==> src/rtl/mux_pkg.sv <==
// Shared select encodings and widths for the three-input datapath selector.
package mux_pkg;

  localparam int unsigned DATA_W = 16;
  localparam int unsigned SEL_W  = 2;

  typedef logic [SEL_W-1:0] sel_t;

  localparam sel_t SEL_A    = 2'b00;
  localparam sel_t SEL_B    = 2'b01;
  localparam sel_t SEL_C    = 2'b10;
  localparam sel_t SEL_RSVD = 2'b11;

  // True for the reserved code; used by both the selector and any checker.
  function automatic logic sel_is_rsvd(input sel_t s);
    return (s == SEL_RSVD);
  endfunction

endpackage

==> src/rtl/mux3_core.sv <==
// Combinational three-way word selector; the reserved select code yields zero.
module mux3_core
  import mux_pkg::*;
#(
  parameter int unsigned WIDTH = DATA_W
) (
  input  logic [WIDTH-1:0] A,
  input  logic [WIDTH-1:0] B,
  input  logic [WIDTH-1:0] C,
  input  logic [1:0]       sel,
  output logic [WIDTH-1:0] Q,
  output logic             is_rsvd
);

  // The default arm covers the reserved code and any unknown select, so no latch.
  always_comb begin
    Q = '0;
    unique case (sel)
      SEL_A:   Q = A;
      SEL_B:   Q = B;
      SEL_C:   Q = C;
      default: Q = '0;
    endcase
  end

  assign is_rsvd = sel_is_rsvd(sel_t'(sel));

endmodule

==> src/rtl/mux3_select_reg.sv <==
// Three-input selector with a registered copy of the selection and select-error flags.
module mux3_select_reg
  import mux_pkg::*;
#(
  parameter int unsigned WIDTH = DATA_W
) (
  input  logic             clk,
  input  logic             rst_n,
  input  logic             en,
  input  logic [WIDTH-1:0] A,
  input  logic [WIDTH-1:0] B,
  input  logic [WIDTH-1:0] C,
  input  logic [1:0]       sel,
  output logic [WIDTH-1:0] Q,
  output logic [WIDTH-1:0] Q_r,
  output logic             sel_err,
  output logic             sel_err_sticky
);

  logic is_rsvd;

  mux3_core #(
    .WIDTH (WIDTH)
  ) u_core (
    .A       (A),
    .B       (B),
    .C       (C),
    .sel     (sel),
    .Q       (Q),
    .is_rsvd (is_rsvd)
  );

  // Capture registers; reset has priority over the enable.
  always_ff @(posedge clk) begin
    if (!rst_n) begin
      Q_r            <= '0;
      sel_err        <= 1'b0;
      sel_err_sticky <= 1'b0;
    end else if (en) begin
      Q_r            <= Q;
      sel_err        <= is_rsvd;
      sel_err_sticky <= sel_err_sticky | is_rsvd;
    end
  end

endmodule

==> config.mk <==
export PLATFORM = sky130hd
export DESIGN_NAME = mux3_select_reg
export DESIGN_NICKNAME = d
export VERILOG_FILES = /design/src/rtl/mux_pkg.sv /design/src/rtl/mux3_core.sv /design/src/rtl/mux3_select_reg.sv
export SDC_FILE = /design/constraint.sdc
export NUM_CORES = 1
export LEC_CHECK = 0
export BUFFER_PORTS_ARGS = -buffer_cell sky130_fd_sc_hd__buf_2
export CORE_UTILIZATION = 40
export CTS_CLUSTER_DIAMETER = 200
export DETAILED_ROUTE_END_ITERATION = 10
export PLACE_DENSITY_LB_ADDON = 0.2
export REMOVE_ABC_BUFFERS = 1
export SLEW_MARGIN = 0
export SYNTH_ARGS = -nofsm -noshare
export SYNTH_HDL_FRONTEND = slang
export SYNTH_SLANG_ARGS = --single-unit
==> constraint.sdc <==
create_clock -name clk -period 3.1 [get_ports clk]
set_clock_uncertainty 0.2 [all_clocks]
set_input_delay 0.465 -clock clk [delete_from_list [all_inputs] [get_ports clk]]
set_output_delay 0.465 -clock clk [all_outputs]
set_load 0.1 [all_outputs]
==> metrics.md <==
| Metric | Value |
|---|---|
| Status | finished, final reports clean |
| N_diodes | 0 |
| Detailed Route Iter0 Violations | 23 |
| Number of global-route vias before repair | between 1,000 and 1,500 |
| Io pins | 87 |
| Total grt overflow | 0 |
| Gpl congestion | 0.648 |
| Post-CTS setup buffer count | 0 |
| Hold Path Class | input pin to register |
| Startpoint Class | input pin |
| Power Dens Cells | 486 nW/um^2 |
| Max cap viols | 0 |
| Nets | 266 |
| Routed WL | 2.99 mm |
| TritonCTS Buffers | 3 |
| HP Start | C[1] |
| Sum Neg Setup Slack | 0 ns |
| Critical Path Sink Type | primary output |
| GR peak layer | met2 |
| Unrepaired setup endpoints after global routing | no |
| VDD IR max | around 0.38 mV |
| GR met1 Demand/Resource | 0.218 |
| Design Area, Final | 1700 um^2 |
| YS warnings | 0 |
| Post-DRT Antenna Nets | 0 |
| Largest net degree at the start of global routing | 35 |
| DRC | 0 |
| Synthesized instance count | between 100 and 150 |
| DR WL/cell | 12.5 um |
| Final setup violating endpoints | 0 |
| Hold Path Stages | 3 |
| Core Footprint | between 2000 and 2500 um^2 |
| Clock buffer depth | 2 |
| Num rows | 17 |
| IO buf count | 86 |
| Worst-Skew Late Latency | 0.28 ns |
| Max Fclk | between 300 and 400 MHz |
| Via density per instance | around 5.1 |
| Clk sink count | 18 |
| GR Util met2 | 0.473 |
| CTS tree | yes |
| Die area | 2770 um^2 |
| Initial core utilization | 0.441 |
| DR pass1 iterations | 4 |
| Vias | ~1,200 |
| Clock Pin Slew Worst Setup and Hold Paths | 0.09 ns |
| R2r worst-path depth | 2 |
| Register area | around 360 um^2 |
| Register bit total from synthesis | 18 |
| Chip Width | 52.6 um |
| Syn Area/Cell | 7.93 um^2 |
| Hold buffer count at CTS | 0 |
| Global-route wire length before repair | between 4 and 5 mm |
| Reg-to-reg startpoint | Q_r[7] |
| Placed Instance Area | roughly 1700 um^2 |
| Distinct cells, synth | 16 |
| Critical-path maximum fanout | 16 |
| RR Endpoint | Q_r[7] |
| Met3 Track Usage GR | 0.0812 |
| Fillcell total | ~190 |
| Post-synthesis sequential area ratio | 0.352 |
| Fin crit period | approximately 2.7 ns |
| H-Tree Depth | 1 |
| Syn Std Cell Area | 1020 um^2 |
| Hold path endpoint | Q_r[1] |
| GRT Util Overall | 0.237 |
| Fin crit share | 0.874 |
| Area of the multi-input gates | approximately 590 um^2 |
| Fin. max-slew vios | 0 |
| Die Y | about 53 um |
| CP arrival | 2.04 ns |
| CTS resizes | 0 |
| Pin slew with the least headroom to its limit | between 1 and 1.5 ns |
| Initial antenna violation count | 0 |
| Req. time, crit path | approximately 2.4 ns |
| Area Growth Syn to Fin | 66.1% |
| Final hold violation count | 0 |
| DP Wirelength | 2.27 mm |
| R2r setup slk | ~2.2 ns |
| Slew headroom | 0.214 |
| Setup Crit Path Kind | input pin to primary output |
| Layout cells sized above 1 | 0.464 |
| Root Driver | clkbuf_4 |
| Leakage power | about 0.89 nW |
## metal layers
metal  vias up  share of wire
met2        52           0.54
met1       545           0.37
met5         -              0
met4         0         0.0097
met3         4          0.081
li1        618              -
## worst max path at each step
stage / from / end / slack [ns]
6_report: sel[1] / Q[7] / 0.39
4_1_cts: sel[1] / Q[2] / 0.41
2_1_floorplan: sel[1] / Q[0] / 0.57
3_5_place_dp: sel[1] / Q[2] / 0.41
5_1_grt: sel[0] / Q[6] / 0.26
3_3_place_gp: sel[0] / Q[14] / 0.52
## power breakdown
group | switching [mW] | internal [mW]
sequential | 0.00651 | 0.247
clock | 0.0658 | 0.0451
combinational | 0.328 | 0.133
## area by class of cell
type | count | share of cell area
clock buffer | 3 | 0.0132
multi-input combinational | 101 | 0.349
timing repair buffer | 88 | 0.403
sequential | 18 | 0.212
inverter | 1 | 0.00221
tap | 28 | 0.0206
## sequential cells by signal, summed over array words and instances, names as in the netlist
register        flops
Q_r                16
sel_err             1
sel_err_sticky      1
## stage by stage
stage                     power, mW  instances  utilization  setup slack [ns]  hold WS (ns)
after floorplan               0.562        120            -             0.571         0.365
after global placement        0.713        236        0.724             0.518         0.240
after detailed placement      0.721        236        0.724             0.410         0.276
after CTS                     0.833        239        0.733             0.410         0.243
after global routing          0.860        239        0.733             0.259         0.248
final                         0.826        239        0.733             0.390         0.250
## critical path: stages
cell and delay [ns]:
buf_2 0.08, nor2b_1 0.91, nand2_1 0.21, nand2_1 0.18, buf_12 0.19
## Yosys cell counts
library cell,n,area share
or2_1,9,0.055
inv_1,1,0.0037
buf_12,1,0.020
nand2_1,32,0.12
a31oi_1,16,0.098
mux2i_1,16,0.16
nand2b_1,1,0.0061
buf_6,2,0.022
o21ai_0,16,0.078
nand3_1,1,0.0049
a21boi_0,2,0.015
nor2b_1,1,0.0061
clkbuf_2,1,0.0049
or2_2,7,0.043
dfxtp_1,18,0.35
clkbuf_1,5,0.018
## cells in the final DEF (no fill, tap or decap), drive strengths merged
| master | count |
|---|---|
| nand3 | 1 |
| o21ai | 16 |
| nand2 | 32 |
| clkbuf | 3 |
| nand2b | 1 |
| a21boi | 2 |
| buf | 88 |
| nor2b | 1 |
| a31oi | 16 |
| or2 | 16 |
| inv | 1 |
| dfxtp | 18 |
| mux2i | 16 |
## logic make-up after synthesis
kind of cell,after synthesis,share of synthesized area
AOI/OAI and AO/OA,34,0.191
muxes,16,0.156
buffers and inverters,10,0.0685
DFF,18,0.352
and+or+nand+nor,51,0.232
Power figures use the tool's default switching activity.
